**config.mk**
```make
export PLATFORM = sky130hd
export DESIGN_NAME = cache_refill_ctrl
export DESIGN_NICKNAME = d
export VERILOG_FILES = /design/src/rtl/cache_pkg.sv /design/src/rtl/cache_refill_ctrl.sv
export SDC_FILE = /design/constraint.sdc
export NUM_CORES = 1
export LEC_CHECK = 0
export ABC_AREA = 1
export CORE_MARGIN = 3
export CORE_UTILIZATION = 43
export CTS_CLUSTER_SIZE = 10
export DETAILED_ROUTE_END_ITERATION = 10
export PLACE_DENSITY = 0.91
export SLEW_MARGIN = 20
export SYNTH_ARGS = -nofsm -noshare
export SYNTH_HDL_FRONTEND = slang
export SYNTH_SLANG_ARGS = --single-unit
```
**constraint.sdc**
```tcl
create_clock -name clk -period 3.05 [get_ports clk]
set_input_delay 0.915 -clock clk [delete_from_list [all_inputs] [get_ports clk]]
set_output_delay 0.915 -clock clk [all_outputs]
set_load 0.05 [all_outputs]
```
**src/rtl/cache_pkg.sv**
```systemverilog
// Shared types and constants for the cache refill path.
package cache_pkg;

  localparam int unsigned ADDR_W     = 32;
  localparam int unsigned DATA_W     = 32;
  localparam int unsigned LINE_WORDS = 4;
  localparam int unsigned OFF_W      = $clog2(LINE_WORDS);

  typedef enum logic [1:0] {
    IDLE,
    REQ,
    BURST,
    DONE
  } refill_state_e;

  // Byte address of the first byte of the line containing addr.
  function automatic logic [ADDR_W-1:0] line_base(input logic [ADDR_W-1:0] addr);
    return addr & ~ADDR_W'(LINE_WORDS * 4 - 1);
  endfunction

endpackage

```
**src/rtl/cache_refill_ctrl.sv**
```systemverilog
// Cache line refill engine: takes one miss, bursts the line in from memory,
// writes each beat into the victim way and forwards the missed word.
// Optional feature macro: CRIT_WORD_FIRST_EN (burst starts at the missed word
// and wraps within the line). Default build bursts from the line base.
module cache_refill_ctrl
  import cache_pkg::*;
#(
  parameter int unsigned WAYS = 2
) (
  input  logic              clk,
  input  logic              reset,
  input  logic              miss_valid,
  output logic              miss_ready,
  input  logic [ADDR_W-1:0] miss_addr,
  input  logic [WAYS-1:0]   miss_way,
  output logic              mem_req,
  output logic [ADDR_W-1:0] mem_addr,
  input  logic              mem_ack,
  input  logic              mem_rvalid,
  input  logic [DATA_W-1:0] mem_rdata,
  output logic [WAYS-1:0]   way_en,
  output logic [ADDR_W-1:0] way_addr_w,
  output logic [DATA_W-1:0] way_data_w,
  output logic [3:0]        way_wen,
  output logic              refill,
  output logic              fwd_valid,
  output logic [DATA_W-1:0] fwd_data,
  output logic              refill_done
);

  localparam logic [OFF_W-1:0] LastBeat = OFF_W'(LINE_WORDS - 1);

  refill_state_e     state_q, state_d;
  logic [ADDR_W-1:0] addr_q, addr_d;
  logic [WAYS-1:0]   way_q, way_d;
  logic [OFF_W-1:0]  cnt_q, cnt_d;
  logic              all_beats_q, all_beats_d;
  logic              wr_valid_q, wr_valid_d;
  logic              wr_last_q, wr_last_d;
  logic [OFF_W-1:0]  wr_off_q, wr_off_d;
  logic [DATA_W-1:0] wr_data_q, wr_data_d;

  logic [OFF_W-1:0]  miss_off;
  logic [OFF_W-1:0]  beat_off;
  logic [ADDR_W-1:0] req_addr;

  assign miss_off = addr_q[OFF_W+1:2];

`ifdef CRIT_WORD_FIRST_EN
  // Offset arithmetic is OFF_W wide, so the burst wraps inside the line.
  assign beat_off = miss_off + cnt_q;
  assign req_addr = addr_q & ~ADDR_W'(3);
`else
  assign beat_off = cnt_q;
  assign req_addr = line_base(addr_q);
`endif

  // Next-state, beat capture and FSM-owned outputs.
  always_comb begin
    state_d     = state_q;
    addr_d      = addr_q;
    way_d       = way_q;
    cnt_d       = cnt_q;
    all_beats_d = all_beats_q;
    wr_valid_d  = 1'b0;
    wr_last_d   = 1'b0;
    wr_off_d    = wr_off_q;
    wr_data_d   = wr_data_q;
    miss_ready  = 1'b0;
    mem_req     = 1'b0;
    mem_addr    = '0;
    refill_done = 1'b0;
    unique case (state_q)
      IDLE: begin
        miss_ready = 1'b1;
        if (miss_valid) begin
          addr_d  = miss_addr;
          way_d   = miss_way;
          state_d = REQ;
        end
      end
      REQ: begin
        mem_req  = 1'b1;
        mem_addr = req_addr;
        if (mem_ack) begin
          cnt_d       = '0;
          all_beats_d = 1'b0;
          state_d     = BURST;
        end
      end
      BURST: begin
        // Beat count alone ends the burst; extra beats after the line are dropped.
        if (mem_rvalid && !all_beats_q) begin
          wr_valid_d = 1'b1;
          wr_off_d   = beat_off;
          wr_data_d  = mem_rdata;
          wr_last_d  = (cnt_q == LastBeat);
          cnt_d      = cnt_q + 1'b1;
          if (cnt_q == LastBeat) begin
            all_beats_d = 1'b1;
          end
        end
        if (wr_valid_q && wr_last_q) begin
          state_d = DONE;
        end
      end
      DONE: begin
        refill_done = 1'b1;
        state_d     = IDLE;
      end
      default: state_d = IDLE;
    endcase
  end

  // State and datapath registers; reset aborts any refill in flight.
  always_ff @(posedge clk or negedge reset) begin
    if (!reset) begin
      state_q     <= IDLE;
      addr_q      <= '0;
      way_q       <= '0;
      cnt_q       <= '0;
      all_beats_q <= 1'b0;
      wr_valid_q  <= 1'b0;
      wr_last_q   <= 1'b0;
      wr_off_q    <= '0;
      wr_data_q   <= '0;
    end else begin
      state_q     <= state_d;
      addr_q      <= addr_d;
      way_q       <= way_d;
      cnt_q       <= cnt_d;
      all_beats_q <= all_beats_d;
      wr_valid_q  <= wr_valid_d;
      wr_last_q   <= wr_last_d;
      wr_off_q    <= wr_off_d;
      wr_data_q   <= wr_data_d;
    end
  end

  // Bank write port and forward path, driven from the registered beat.
  always_comb begin
    refill     = wr_valid_q;
    way_en     = wr_valid_q ? way_q : '0;
    way_wen    = wr_valid_q ? 4'hF : 4'h0;
    way_addr_w = wr_valid_q ? {2'b00, addr_q[ADDR_W-1:OFF_W+2], wr_off_q} : '0;
    way_data_w = wr_valid_q ? wr_data_q : '0;
    fwd_valid  = wr_valid_q && (wr_off_q == miss_off);
    fwd_data   = fwd_valid ? wr_data_q : '0;
  end

endmodule

```
==> impl_metrics.py <==
metrics = {
    "critical_path": {
        "path_cells": "nand2_1 > inv_1 > clkdlybuf4s50_1",
        "slowest_delay_ps": 820,
        "path_max_fanout": 31,
        "path_delay_family": "buffers and inverters",
        "cp.required_ps": 2130,
        "path_buf_inv": 2,
        "worst_path_max_delay_cell": "clkdlybuf4s50_1",
        "worstPathArrival_ps": 1960,
        "crit_type": "flip-flop to output pin",
        "cp-end-kind": "output pin",
        "crit_path_start_kind": "flip-flop",
    },
    "pwr": {
        "cellPowerDensity_mw_per_mm2": 937,
        "p_leak_uw": 0.00373,
        "irDropWorstVdd_mv": 0.495,
    },
    "detailed_routing": {
        "wirelength_mm": 11.7,
        "vias": 3792,
        "drc": 0,
        "firstDrtPassIters": 4,
        "wl_per_cell_um": 14.4,
        "drtAntennaViolNets": 0,
        "detail_route.iter0.violations": 139,
        "route.detailed.vias_per_inst": 4.66,
    },
    "synthesis": {
        "ys_seq_elements": 73,
        "ys_top_cells_by_area": "dfrtp_1 46%, nand2_1 14%, inv_1 13%",
        "synth.largest_area_cell": "dfrtp_1",
        "syn_inst": 511,
        "ys_warn_count": 0,
        "netlist.area_leader.share_pct": 45.9,
        "postSynthAreaPerCell_um2": 7.78,
        "yosysSeqAreaShare_pct": 45.9,
        "syn_area_mm2": 0.00398,
        "synth_cell_type_count": 21,
    },
    "clock_tree": {
        "clk-insertion-delay-late_ps": 330,
        "cts_max_path_buffers": 2,
        "clk_pin_slew_ps": 70,
        "ctsHoldBuffers": 0,
        "numCtsBuffers": 9,
        "root_buffer": "clkbuf_8",
        "cts_sinks": 73,
        "cts_tree": "yes",
        "htree_levels": 3,
    },
    "sta": {
        "hold_viol_final": 0,
        "fin_setup_tns_ps": 0,
        "worst_slew_pin_slew_ps": 775,
        "skew_ps": 9.36,
        "rsz0062_at_grt": "no",
        "post-route-period-util_pct": 94.4,
        "fin_ws_ps": 170,
        "min_period_ps": 2880,
        "maxSlewViolCount": 0,
        "setup_violations": 0,
        "fmax_mhz": 347,
        "relSlewSlack_pct": 48.1,
    },
    "min_path": {
        "hold_class": "flip-flop to flip-flop",
    },
    "global_routing": {
        "grt_pass1_wl_mm": 18.6,
        "overflow": 0,
        "antenna_found_initial": 0,
        "globalRouteTotalUtil_pct": 23.0,
        "grt_max_degree": 51,
        "grt_pass1_vias": 3783,
    },
    "place": {
        "port-buffer-count": 201,
        "dp_cells": 798,
        "gp_congestion": 0.767,
        "place_area_mm2": 0.00646,
        "hpwlAfterDp_mm": 9.21,
        "preCtsSetupSlack_ps": 399,
    },
    "floorplan": {
        "die_x_um": 102,
        "num_io_pins": 210,
        "core_area_mm2": 0.00885,
        "die_y_um": 102,
        "initial_utilization_pct": 45.0,
        "rows": 34,
        "dieArea_mm2": 0.0104,
    },
    "final_layout": {
        "drive_gt1_share_pct": 22.8,
        "antenna_cells": 0,
        "fin_cells": 814,
        "area_growth_syn_to_layout_pct": 67.9,
        "fin_area_mm2": 0.00668,
        "fin_nets": 779,
    },
    "outcome": {
        "status": "finished clean",
    },
    "job": {
        "drv_cap": 0,
    },
}
-- power breakdown --
group          leakage (µW)  internal (µW)  switching (µW)
Combinational       0.00274           1450            2220
Sequential         0.000884           1440             337
Clock              0.000106            457             356
-- cell usage in the layout (no fill, tap or decap), drive strengths merged --
cell / synthesis / final
a21oi: 1 / 1
buf: 33 / 110
bufinv: 0 / 2
clkbuf: 0 / 10
clkdlybuf4s50: 0 / 97
clkinv: 0 / 3
clkinvlp: 0 / 1
conb: 1 / 6
dfrtp: 73 / 73
ha: 7 / 7
inv: 137 / 137
mux2: 31 / 31
nand2: 146 / 146
nand3: 4 / 4
nand3b: 2 / 2
nand4: 1 / 1
nor2: 39 / 39
o21ai: 35 / 35
xnor2: 1 / 1
-- cell usage after synthesis --
| cell | n |
|---|---|
| o21ai_1 | 1 |
| xnor2_1 | 1 |
| dfrtp_1 | 73 |
| buf_6 | 8 |
| mux2_2 | 31 |
| nand3_1 | 4 |
| nor2_1 | 38 |
| nand3b_1 | 1 |
| inv_1 | 136 |
| o21ai_0 | 34 |
| nand4_1 | 1 |
| buf_4 | 10 |
| buf_2 | 15 |
| a21oi_1 | 1 |
| nand2_1 | 145 |
| nor2_8 | 1 |
| ha_1 | 7 |
| conb_1 | 1 |
| nand2_2 | 1 |
| nand3b_4 | 1 |
| inv_2 | 1 |
-- cell families (layout without fill, tap and decap cells) --
logic type               Yosys count  in the layout  share of synthesized area [%]
buffers and inverters            170            360                           19.0
adder cells (fa/ha/maj)            7              7                           2.20
AO/OA/AOI/OAI                     36             36                           4.53
XOR/XNOR                           1              1                          0.220
AND/OR/NAND/NOR                  192            192                           19.3
multiplexers                      31             31                           8.78
other                              1              6                         0.0943
flip-flops                        73             73                           45.9
-- worst register-to-register path: stages, from the launching register on --
cell	delay (ps)
dfrtp_1	430
inv_1	110
ha_1	240
nand2_2	580
mux2_2	440
-- sequential cells by signal, summed over array words and instances, names as in the netlist --
signal	count
wr_data_q	32
addr_q	30
beat_off	2
state_q	2
way_q	2
wr_off_q	2
all_beats_q	1
refill	1
wr_last_q	1
-- path summary, 6_finish.rpt --
| path | endpoint | cells past startpoint | slack [ps] | from |
|---|---|---|---|---|
| max in group asynchronous | addr_q[9] | 2 | 1840 | reset |
| worst min-delay path | all_beats_q | 2 | 480 | all_beats_q |
| worst min register to register | all_beats_q | 2 | 480 | all_beats_q |
| worst max register to register | addr_q[19] | 4 | 1130 | state_q[0] |
| worst max-delay path | way_addr_w[9] | 3 | 170 | refill |
| min in group asynchronous | wr_data_q[9] | 1 | 550 | reset |
-- area by class of cell --
type	instances	area [µm²]
Clock buffer	10	128
Clock inverter	6	82.6
Fill cell	600	2170
Inverter	137	514
Multi-Input combinational cell	273	1420
Sequential cell	73	1830
Tap cell	108	135
Timing Repair Buffer	207	2570
-- metal layers --
layer / global-route usage [%] / vias up / wire (µm)
met5: 0 / - / 0
met4: 10.3 / 0 / 410
met3: 4.71 / 28 / 600
met2: 42.4 / 145 / 6500
met1: 25.4 / 1792 / 4190
li1: - / 1827 / -
-- metrics by stage --
| step | hold WS [ps] | util (%) | power [µW] |
|---|---|---|---|
| after detailed placement | 465 | 73.1 | 5480 |
| after floorplan | 442 | - | 4050 |
| final | 479 | 75.5 | 6260 |
| after global placement | 456 | 73.1 | 5320 |
| after CTS | 481 | 75.4 | 6310 |
| after global routing | 525 | 75.5 | 6650 |
-- what timing repair did --
action / in CTS / in global routing
endpoints found under the setup margin: 0 / 51
buffers inserted: 0 / 0
gates resized for setup: 0 / 1
(Power assumes the default switching activity.)
